**src/rtl/lea128_key_sched_ctrl_if.sv**
```systemverilog
// Round-key stream interface between the LEA-128 key schedule controller
// and the encryption round core.
//   rk_valid : round key presented
//   rk_ready : consumer accepts the presented round key this cycle
//   rk       : 192-bit round key {T1,T3,T1,T2,T1,T0}
//   rk_idx   : round index of the presented key
// master = key schedule controller, slave = round core.
interface lea128_key_sched_ctrl_if;
    logic         rk_valid;
    logic         rk_ready;
    logic [191:0] rk;
    logic [4:0]   rk_idx;

    modport master (output rk_valid, output rk, output rk_idx, input rk_ready);
    modport slave  (input rk_valid, input rk, input rk_idx, output rk_ready);
endinterface

```
**src/rtl/lea128_key_sched_ctrl.sv**
```systemverilog
// LEA-128 key schedule controller. A single shared round datapath updates
// T0..T3 once per round and streams each 192-bit round key over a
// valid/ready handshake.
//
// Ports:
//   clk, rst_n : clock (rising edge), async active-low reset
//   start      : one-cycle pulse, loads key and starts (honoured in IDLE only)
//   key        : 128-bit key, K0 = key[31:0] .. K3 = key[127:96]
//   abort      : synchronous abort back to IDLE, beats start and handshake
//   rk_bus     : round-key stream (master side)
//   busy       : high in every state except IDLE
//   done       : one-cycle pulse when the last round key is accepted
//
// Optional build macro: LEA_KEY_ZEROIZE_EN
//   When defined, T0..T3 and the rk register are cleared on done/abort and
//   rk reads zero whenever rk_valid is low.
//
// state   | meaning
// --------+------------------------------------------------------------
// IDLE    | waiting for start
// LOAD    | key latched into T0..T3, one cycle to absorb key fan-in
// CALC    | apply delta-add-rotate for round i, capture round key
// PRESENT | round key i valid, held until rk_ready
module lea128_key_sched_ctrl #(
    parameter int          NROUNDS = 24,
    parameter logic [31:0] DELTA0  = 32'hc3efe9db,
    parameter logic [31:0] DELTA1  = 32'h44626b02,
    parameter logic [31:0] DELTA2  = 32'h79e27c8a,
    parameter logic [31:0] DELTA3  = 32'h78df30ec
) (
    input  logic                           clk,
    input  logic                           rst_n,
    input  logic                           start,
    input  logic [127:0]                   key,
    input  logic                           abort,
    lea128_key_sched_ctrl_if.master        rk_bus,
    output logic                           busy,
    output logic                           done
);

    typedef enum logic [1:0] {IDLE, LOAD, CALC, PRESENT} state_t;

    localparam logic [4:0] LAST_IDX = 5'(NROUNDS - 1);

    state_t       state;
    logic [31:0]  t0, t1, t2, t3;
    logic [4:0]   idx;
    logic [191:0] rk_q;
    logic         valid_q;
    logic         busy_q;
    logic         done_q;

    logic [31:0]  delta;
    logic [31:0]  t0_n, t1_n, t2_n, t3_n;

    // Rotate left; {x,x} shifted keeps the wrapped bits in the upper half.
    function automatic logic [31:0] rol(input logic [31:0] x, input logic [4:0] n);
        logic [63:0] w;
        w = {x, x} << n;
        return w[63:32];
    endfunction

    always_comb begin
        delta = DELTA0;
        case (idx[1:0])
            2'd0: delta = DELTA0;
            2'd1: delta = DELTA1;
            2'd2: delta = DELTA2;
            2'd3: delta = DELTA3;
        endcase
    end

    // idx never exceeds 23, so idx+3 fits in 5 bits and the 5-bit width
    // gives the mod-32 rotate amount for free.
    assign t0_n = rol(t0 + rol(delta, idx),         5'd1);
    assign t1_n = rol(t1 + rol(delta, idx + 5'd1),  5'd3);
    assign t2_n = rol(t2 + rol(delta, idx + 5'd2),  5'd6);
    assign t3_n = rol(t3 + rol(delta, idx + 5'd3),  5'd11);

    always_ff @(posedge clk or negedge rst_n) begin
        if (!rst_n) begin
            state   <= IDLE;
            t0      <= '0;
            t1      <= '0;
            t2      <= '0;
            t3      <= '0;
            idx     <= '0;
            rk_q    <= '0;
            valid_q <= 1'b0;
            busy_q  <= 1'b0;
            done_q  <= 1'b0;
        end else begin
            done_q <= 1'b0;
            if (abort) begin
                state   <= IDLE;
                idx     <= '0;
                valid_q <= 1'b0;
                busy_q  <= 1'b0;
`ifdef LEA_KEY_ZEROIZE_EN
                t0      <= '0;
                t1      <= '0;
                t2      <= '0;
                t3      <= '0;
                rk_q    <= '0;
`endif
            end else begin
                case (state)
                    IDLE: begin
                        if (start) begin
                            t0     <= key[31:0];
                            t1     <= key[63:32];
                            t2     <= key[95:64];
                            t3     <= key[127:96];
                            idx    <= '0;
                            busy_q <= 1'b1;
                            state  <= LOAD;
                        end
                    end
                    LOAD: begin
                        state <= CALC;
                    end
                    CALC: begin
                        t0      <= t0_n;
                        t1      <= t1_n;
                        t2      <= t2_n;
                        t3      <= t3_n;
                        rk_q    <= {t1_n, t3_n, t1_n, t2_n, t1_n, t0_n};
                        valid_q <= 1'b1;
                        state   <= PRESENT;
                    end
                    PRESENT: begin
                        // rk_valid is always high here, so rk_ready alone
                        // completes the handshake.
                        if (rk_bus.rk_ready) begin
                            valid_q <= 1'b0;
`ifdef LEA_KEY_ZEROIZE_EN
                            rk_q    <= '0;
`endif
                            if (idx == LAST_IDX) begin
                                idx    <= '0;
                                busy_q <= 1'b0;
                                done_q <= 1'b1;
                                state  <= IDLE;
`ifdef LEA_KEY_ZEROIZE_EN
                                t0     <= '0;
                                t1     <= '0;
                                t2     <= '0;
                                t3     <= '0;
`endif
                            end else begin
                                idx   <= idx + 5'd1;
                                state <= CALC;
                            end
                        end
                    end
                    default: begin
                        state   <= IDLE;
                        valid_q <= 1'b0;
                        busy_q  <= 1'b0;
                    end
                endcase
            end
        end
    end

    assign rk_bus.rk_valid = valid_q;
    assign rk_bus.rk       = rk_q;
    assign rk_bus.rk_idx   = idx;
    assign busy            = busy_q;
    assign done            = done_q;

endmodule

```
**src/flat_wrapper.sv**
```systemverilog
// flat-port wrapper written by rule: the top's interface ports become plain ports
module lea128_key_sched_ctrl_flat 
#(
    parameter int          NROUNDS = 24,
    parameter logic [31:0] DELTA0  = 32'hc3efe9db,
    parameter logic [31:0] DELTA1  = 32'h44626b02,
    parameter logic [31:0] DELTA2  = 32'h79e27c8a,
    parameter logic [31:0] DELTA3  = 32'h78df30ec
)
  (clk, rst_n, start, key, abort, busy, done, rk_bus_rk_valid, rk_bus_rk, rk_bus_rk_idx, rk_bus_rk_ready);
  lea128_key_sched_ctrl_if rk_bus_i ();
  input  logic clk;
  input  logic rst_n;
  input  logic start;
  input  logic [127:0] key;
  input  logic abort;
  output logic busy;
  output logic done;
  output wire logic [$bits(rk_bus_i.rk_valid)-1:0] rk_bus_rk_valid;
  output wire logic [$bits(rk_bus_i.rk)-1:0] rk_bus_rk;
  output wire logic [$bits(rk_bus_i.rk_idx)-1:0] rk_bus_rk_idx;
  input wire logic [$bits(rk_bus_i.rk_ready)-1:0] rk_bus_rk_ready;
  assign rk_bus_rk_valid = rk_bus_i.rk_valid;
  assign rk_bus_rk = rk_bus_i.rk;
  assign rk_bus_rk_idx = rk_bus_i.rk_idx;
  assign rk_bus_i.rk_ready = rk_bus_rk_ready;
  lea128_key_sched_ctrl #(.NROUNDS(NROUNDS), .DELTA0(DELTA0), .DELTA1(DELTA1), .DELTA2(DELTA2), .DELTA3(DELTA3)) u_core (.clk(clk), .rst_n(rst_n), .start(start), .key(key), .abort(abort), .rk_bus(rk_bus_i), .busy(busy), .done(done));
endmodule
```
**config.mk**
```make
export PLATFORM = sky130hd
export DESIGN_NAME = lea128_key_sched_ctrl_flat
export DESIGN_NICKNAME = d
export VERILOG_FILES = /design/src/rtl/lea128_key_sched_ctrl_if.sv /design/src/rtl/lea128_key_sched_ctrl.sv /design/src/flat_wrapper.sv
export SDC_FILE = /design/constraint.sdc
export NUM_CORES = 1
export LEC_CHECK = 0
export CAP_MARGIN = 25
export CORE_UTILIZATION = 50
export DETAILED_ROUTE_END_ITERATION = 10
export GPL_ROUTABILITY_DRIVEN = 0
export PLACE_DENSITY = 0.86
export RECOVER_POWER = 100
export SYNTH_ARGS = -nofsm -noshare
export SYNTH_HDL_FRONTEND = slang
export SYNTH_SLANG_ARGS = --single-unit
```
**constraint.sdc**
```tcl
create_clock -name clk -period 6.2 [get_ports clk]
set_clock_uncertainty 0.1 [all_clocks]
set_input_delay 0.62 -clock clk [delete_from_list [all_inputs] [get_ports clk]]
set_output_delay 0.62 -clock clk [all_outputs]
set_load 0.01 [all_outputs]
```
==> results of run 1 <==
## sequential cells by signal (all words and copies together), names as in the netlist
signal,count
u_core.busy,1
u_core.t2,32
u_core.rk_bus.rk_idx,5
u_core.rk_bus.rk_valid,1
u_core.t0,32
u_core.state,2
u_core.t1,32
u_core.rk_bus.rk,128
u_core.t3,32
u_core.done,1
## cells by family after synthesis
| family | count (synthesis) | synth area share, % |
|---|---|---|
| simple gates | 988 | 18.6 |
| buf+inv | 304 | 6.29 |
| mux | 73 | 3.49 |
| flops | 266 | 29.9 |
| xor+xnor | 133 | 5.23 |
| compound gates | 1060 | 28.1 |
| fa+ha+maj | 148 | 8.40 |
## routing by layer
layer	part of all wire (%)	global-route usage, %	vias up
met3	8.7	5.46	215
met5	0	0	-
li1	-	-	10800
met2	46	50.5	1118
met1	41	40.9	10500
met4	4.2	12.2	0
## final cells by class
type,instances,area (sq um),area share [%]
inverters,42,158,0.594
clock buffers,37,817,3.08
multi-input cells,2402,14300,53.9
well taps,585,732,2.76
clock inverters,19,195,0.736
flip-flops and latches,266,6660,25.1
repair buffers,380,3670,13.8
## worst max-delay path, stage by stage (launching register included)
cell	delay, ns
dfrtp_1	0.34
buf_4	0.33
ha_1	0.49
buf_4	0.23
o21ai_1	0.24
o21ai_0	0.39
nor2_1	0.07
a21oi_1	0.13
a21oi_1	0.09
mux2_1	0.40
ha_1	0.36
a2111oi_0	0.49
o21ai_0	0.24
a22oi_1	0.39
a21o_1	0.21
a21boi_0	0.13
o21ai_0	0.23
xor2_1	0.28
a21oi_1	0.12
a21o_1	0.25
## Yosys cell counts (all sizes together), types with 27 or more instances
| library cell | n | area [sq um] |
|---|---|---|
| o211ai | 29 | 218 |
| inv | 41 | 154 |
| nor3 | 32 | 160 |
| dfrtp | 266 | 6660 |
| nand2 | 519 | 1950 |
| ha | 140 | 1750 |
| mux2i | 54 | 541 |
| xor2 | 64 | 561 |
| a21o | 62 | 465 |
| buf | 97 | 626 |
| a21oi | 348 | 1740 |
| o21ai | 388 | 1950 |
| clkbuf | 165 | 619 |
| and3 | 27 | 169 |
| xnor2 | 69 | 604 |
| nor2 | 257 | 965 |
| a31oi | 32 | 215 |
| a211oi | 33 | 253 |
| nand3 | 56 | 280 |
## power breakdown
part,internal (mW),switching [mW]
sequential,2.36,0.485
clock,1.03,0.809
combinational,2.17,2.70
## worst paths after layout
kind	start	to	slack, ns	cells after the start
min in group asynchronous	rst_n	u_core.rk_bus.rk[156]	0.49	2
min reg2reg	u_core.rk_bus.rk[2]	u_core.rk_bus.rk[2]	0.37	2
max reg2reg	u_core.rk_bus.rk_idx[0]	u_core.t0[19]	0.56	19
max	u_core.rk_bus.rk_idx[0]	u_core.t0[19]	0.56	19
max in group asynchronous	rst_n	u_core.t0[18]	1.28	3
min	u_core.rk_bus.rk[2]	u_core.rk_bus.rk[2]	0.37	2
## what timing repair did
item | 4_1_cts | 5_1_grt
setup buffers | 0 | 0
hold endpoints to repair | 77 | 0
hold buffers | 1 | 0
==> results.toml, run 1 <==
[setup_path]
cp.required_ns = 6.58
worstSetupStartpointType = "flop"
cp-end-kind = "flop"
arrival_ns = 6.02
worstSetupPathType = "flop to flop"
worst-path-max-fanout = 34

[pwr]
power_mw = 9.57
p_leak_nw = 11.8
max-vdd-ir-drop_mv = 0.235
p_per_area_nw_per_um2 = 361

[synthesis]
async_flop_share_pct = 100
synth_area_per_cell_sq_um = 7.50
syn_inst = 2972
yosysWarnings = 0
synthDistinctLibCells = 81
synth-edff-count = 0
ys_ff_latch = 266
ys.flop_type = "dfrtp_1"
netlist_area_sq_um = 22300
yosysSeqAreaShare_pct = 29.9
synth_nets = 3249

[timing]
setup_viol = 0
fin_tns_setup_ns = 0
finalCriticalPeriod_ns = 5.64
rsz0062_at_grt = "no"
worst_pin_slew_ns = 3.96
fmax_ghz = 0.177
maxSlewHeadroom_pct = -164
final_max_slew_viol_count = 324
setup_ws_ns = 0.558
hold_viol = 0
fin_crit_sh_pct = 91.0
hold_ws_ns = 0.370

[route]
drt_iter0_markers = 2871
drt_pass1_iterations = 6
routedWlPerCell_um = 19.1
drc_errors = 0
wirelength_um = 71400
routed_via_density = 6.07
num_vias = 22600
postRouteAntennaNets = 0

[finish]
areaGrowthSynthToFinish_pct = 19.1
final_util_pct = 60.9
finish.instance_area_sq_um = 26500
final_cell_mix = "519 x nand2_1, 361 x o21ai_0, 348 x a21oi_1"
fin_cells = 3731
drive_gt1_share_pct = 4.74
fill_cells = 3897
final_nets = 3399
num_antenna_cells = 0
layout_commonest_cell = "nand2_1"

[floorplanning]
rows = 76
die_w_um = 213
dieArea_sq_um = 45400
die_h_um = 213
start_util_pct = 51.2
core_sq_um = 43600
num_io_pins = 333

[cts]
post_cts_resized = 0
h-tree-depth = 1
clk_pin_slew_worst_paths_ns = 0.06
cts.path.max_buffers = 3
clk_latency_ns = 0.60
cts-root-buf = "clkbuf_16"
cts.sinks = 266
cts_buffers = 30
cts_tree = "built"

[global_route]
grt_first_pass_wirelength_um = 112000
grt_max_degree = 119
groute.usage.overall_pct = 31.0
grt_antenna_before_repair = 0
grt-ovfl-total = 0
grt_pass1_vias = 21000

[place]
numPortBuffers = 332
dpl-instance-area_sq_um = 25600
placed_cells = 3674
dp_hpwl_um = 53700
pre_cts_slack_ns = 0.872

[outcome]
violations = "max-capacitance violations, max-slew violations"
status = "complete, but fails checks"

[run]
max_cap_violations = 5

[hold_path]
hold_path.class = "flop to flop"
No activity file was read; power rests on OpenSTA's default activity.
==> run 2: changes to the inputs <==
- CELL_PAD_IN_SITES_DETAIL_PLACEMENT: unset -> 0
- CELL_PAD_IN_SITES_GLOBAL_PLACEMENT: unset -> 1
- CORE_UTILIZATION: 50 -> 41
- PLACE_DENSITY: 0.86 -> 0.93
==> run 2 against run 1 <==
  * The flow still finishes with violations (max-capacitance violations, max-slew violations)
  * Register-to-register slack worse by 0.09 ns
  * Critical path depth is the same
  * Clock power grew 15%
  * Sequential cell count did not move
  * Sequential share of layout area down 0.36 points
  * First-iteration DRC count is 7.9% lower
  * Combinational power about the same
  * Final cell count increased by 3.1%
  * Final area increased by 1.4%
  * Highest routed layer unchanged
==> results.toml, run 2 (synthesis results as in run 1) <==
[outcome]
status = "complete, but fails checks"
violations = "max-capacitance violations, max-slew violations"

[cts]
cts.path.max_buffers = 3
cts_tree = "built"
cts-root-buf = "clkbuf_16"
clk_latency_ns = 0.60
cts.sinks = 266
h-tree-depth = 1
cts_setup_buffers = 0
clk_pin_slew_worst_paths_ns = 0.06
cts_buffers = 31

[setup_path]
cp-end-kind = "flop"
worstReg2RegStart = "u_core.rk_bus.rk_idx[3]"
worstSetupStartpointType = "flop"
reg2reg_to = "u_core.rk_bus.rk[127]"
worstSetupPathType = "flop to flop"
r2r_cells = 19
arrival_ns = 5.98
regToRegSetupSlack_ns = 0.47
worst-path-max-fanout = 21
cp.required_ns = 6.45

[route]
routedWlPerCell_um = 19.8
postRouteAntennaNets = 0
drc_errors = 0
num_vias = 22200
routed_via_density = 5.78
drt_iter0_markers = 2643
wirelength_um = 76000
drt_pass1_iterations = 6

[timing]
hold_viol = 0
final_max_slew_viol_count = 304
maxSlewHeadroom_pct = -156
fin_tns_setup_ns = 0
finalCriticalPeriod_ns = 5.73
setup_ws_ns = 0.472
rsz0062_at_grt = "no"
worst_pin_slew_ns = 3.84
setup_viol = 0
fin_crit_sh_pct = 92.4
fmax_ghz = 0.175

[floorplanning]
start_util_pct = 41.5
die_h_um = 235
num_io_pins = 333
dieArea_sq_um = 55300
core_sq_um = 53700
die_w_um = 235
rows = 85

[global_route]
grt_first_pass_wirelength_um = 119000
grt_antenna_before_repair = 0
grt_pass1_vias = 20700
groute.usage.overall_pct = 26.8
grt-ovfl-total = 0
grt_max_degree = 184

[pwr]
max-vdd-ir-drop_mv = 0.230
power_mw = 9.87
p_leak_nw = 11.9
p_per_area_nw_per_um2 = 367

[finish]
drive_gt1_share_pct = 5.02
areaGrowthSynthToFinish_pct = 20.8
final_nets = 3403
multi_input_area_sq_um = 14300
fill_cells = 5192
regArea_sq_um = 6660
largest_register_ffs = 128
num_antenna_cells = 0
final_util_pct = 50.1
final_cell_mix = "519 x nand2_1, 357 x o21ai_0, 348 x a21oi_1"
fin_cells = 3846
layout_commonest_cell = "nand2_1"

[hold_path]
holdPathStages = 2
worstHoldStart = "u_core.rk_bus.rk[75]"
hold_path.class = "flop to flop"
min_to = "u_core.rk_bus.rk[75]"

[place]
numPortBuffers = 332
placed_cells = 3788
dp_hpwl_um = 56600
pre_cts_slack_ns = 0.479

[run]
max_cap_violations = 5
-- run 2: cell count changes in the layout (fill, tap and decap cells not counted), moves of 4 or more --
cell        previous run  this run
bufinv_16              2         8
o21ai_0              361       357
clkinvlp_4             5         0
buf_12                 0         4
-- run 2: where the power goes --
group / switching [mW] / internal [mW]
registers: 0.493 / 2.37
logic: 2.72 / 2.18
clock network: 0.821 / 1.29
-- run 2: per-stage QoR --
step	hold slack (ns)	instance area [sq um]
5_1_grt	0.394	26900
2_1_floorplan	0.224	22300
3_3_place_gp	0.359	25800
3_5_place_dp	0.362	25800
4_1_cts	0.383	27000
6_report	0.370	26900
-- run 2: layout make-up --
| type | instances | area share (%) |
|---|---|---|
| Timing Repair Buffer | 383 | 13.9 |
| Clock inverter | 19 | 1.19 |
| Tap cell | 696 | 3.24 |
| Inverter | 42 | 0.586 |
| Multi-Input combinational cell | 2402 | 53.3 |
| Clock buffer | 38 | 3.09 |
| Sequential cell | 266 | 24.7 |
-- run 2: worst max path at each step --
stage | startpoint | end | slack (ns) | cells past startpoint
final | u_core.rk_bus.rk_idx[3] | u_core.rk_bus.rk[127] | 0.47 | 19
after global routing | u_core.rk_bus.rk_idx[1] | u_core.rk_bus.rk[24] | 0.08 | 21
after CTS | u_core.rk_bus.rk_idx[0] | u_core.t1[0] | 0.44 | 20
after detailed placement | u_core.rk_bus.rk_idx[0] | u_core.t1[0] | 0.48 | 20
after global placement | u_core.rk_bus.rk_idx[0] | u_core.t1[0] | 0.56 | 21
after floorplan | u_core.rk_bus.rk_idx[1] | u_core.rk_bus.rk[127] | 0.94 | 21
-- run 2: worst max-delay path, stage by stage (launching register included) --
cell	delay [ns]
dfrtp_1	0.94
inv_2	0.41
xnor2_2	0.26
buf_4	0.21
nor2_1	0.15
a21oi_1	0.10
maj3_1	0.41
mux2i_1	0.18
ha_1	0.21
inv_1	0.07
fa_1	0.41
nand2b_1	0.20
a2111oi_1	0.52
or2_0	0.24
o41ai_2	0.12
o21ai_2	0.27
a41o_4	0.30
a211oi_2	0.08
xor2_1	0.19
o21ai_0	0.10
-- run 2: metal layers --
layer / global-route usage, % / up-vias / share of wire, %
met3: 3.38 / 123 / 5.9
met5: 0 / - / 0
met2: 45.1 / 810 / 48
met4: 6.26 / 0 / 2.5
li1: - / 10800 / -
met1: 36.6 / 10500 / 44
-- run 2: timing repair --
action	4_1_cts	5_1_grt
resized for setup	0	1
setup endpoints to repair	0	1
endpoints found under the hold margin	58	0
hold buffers	1	0
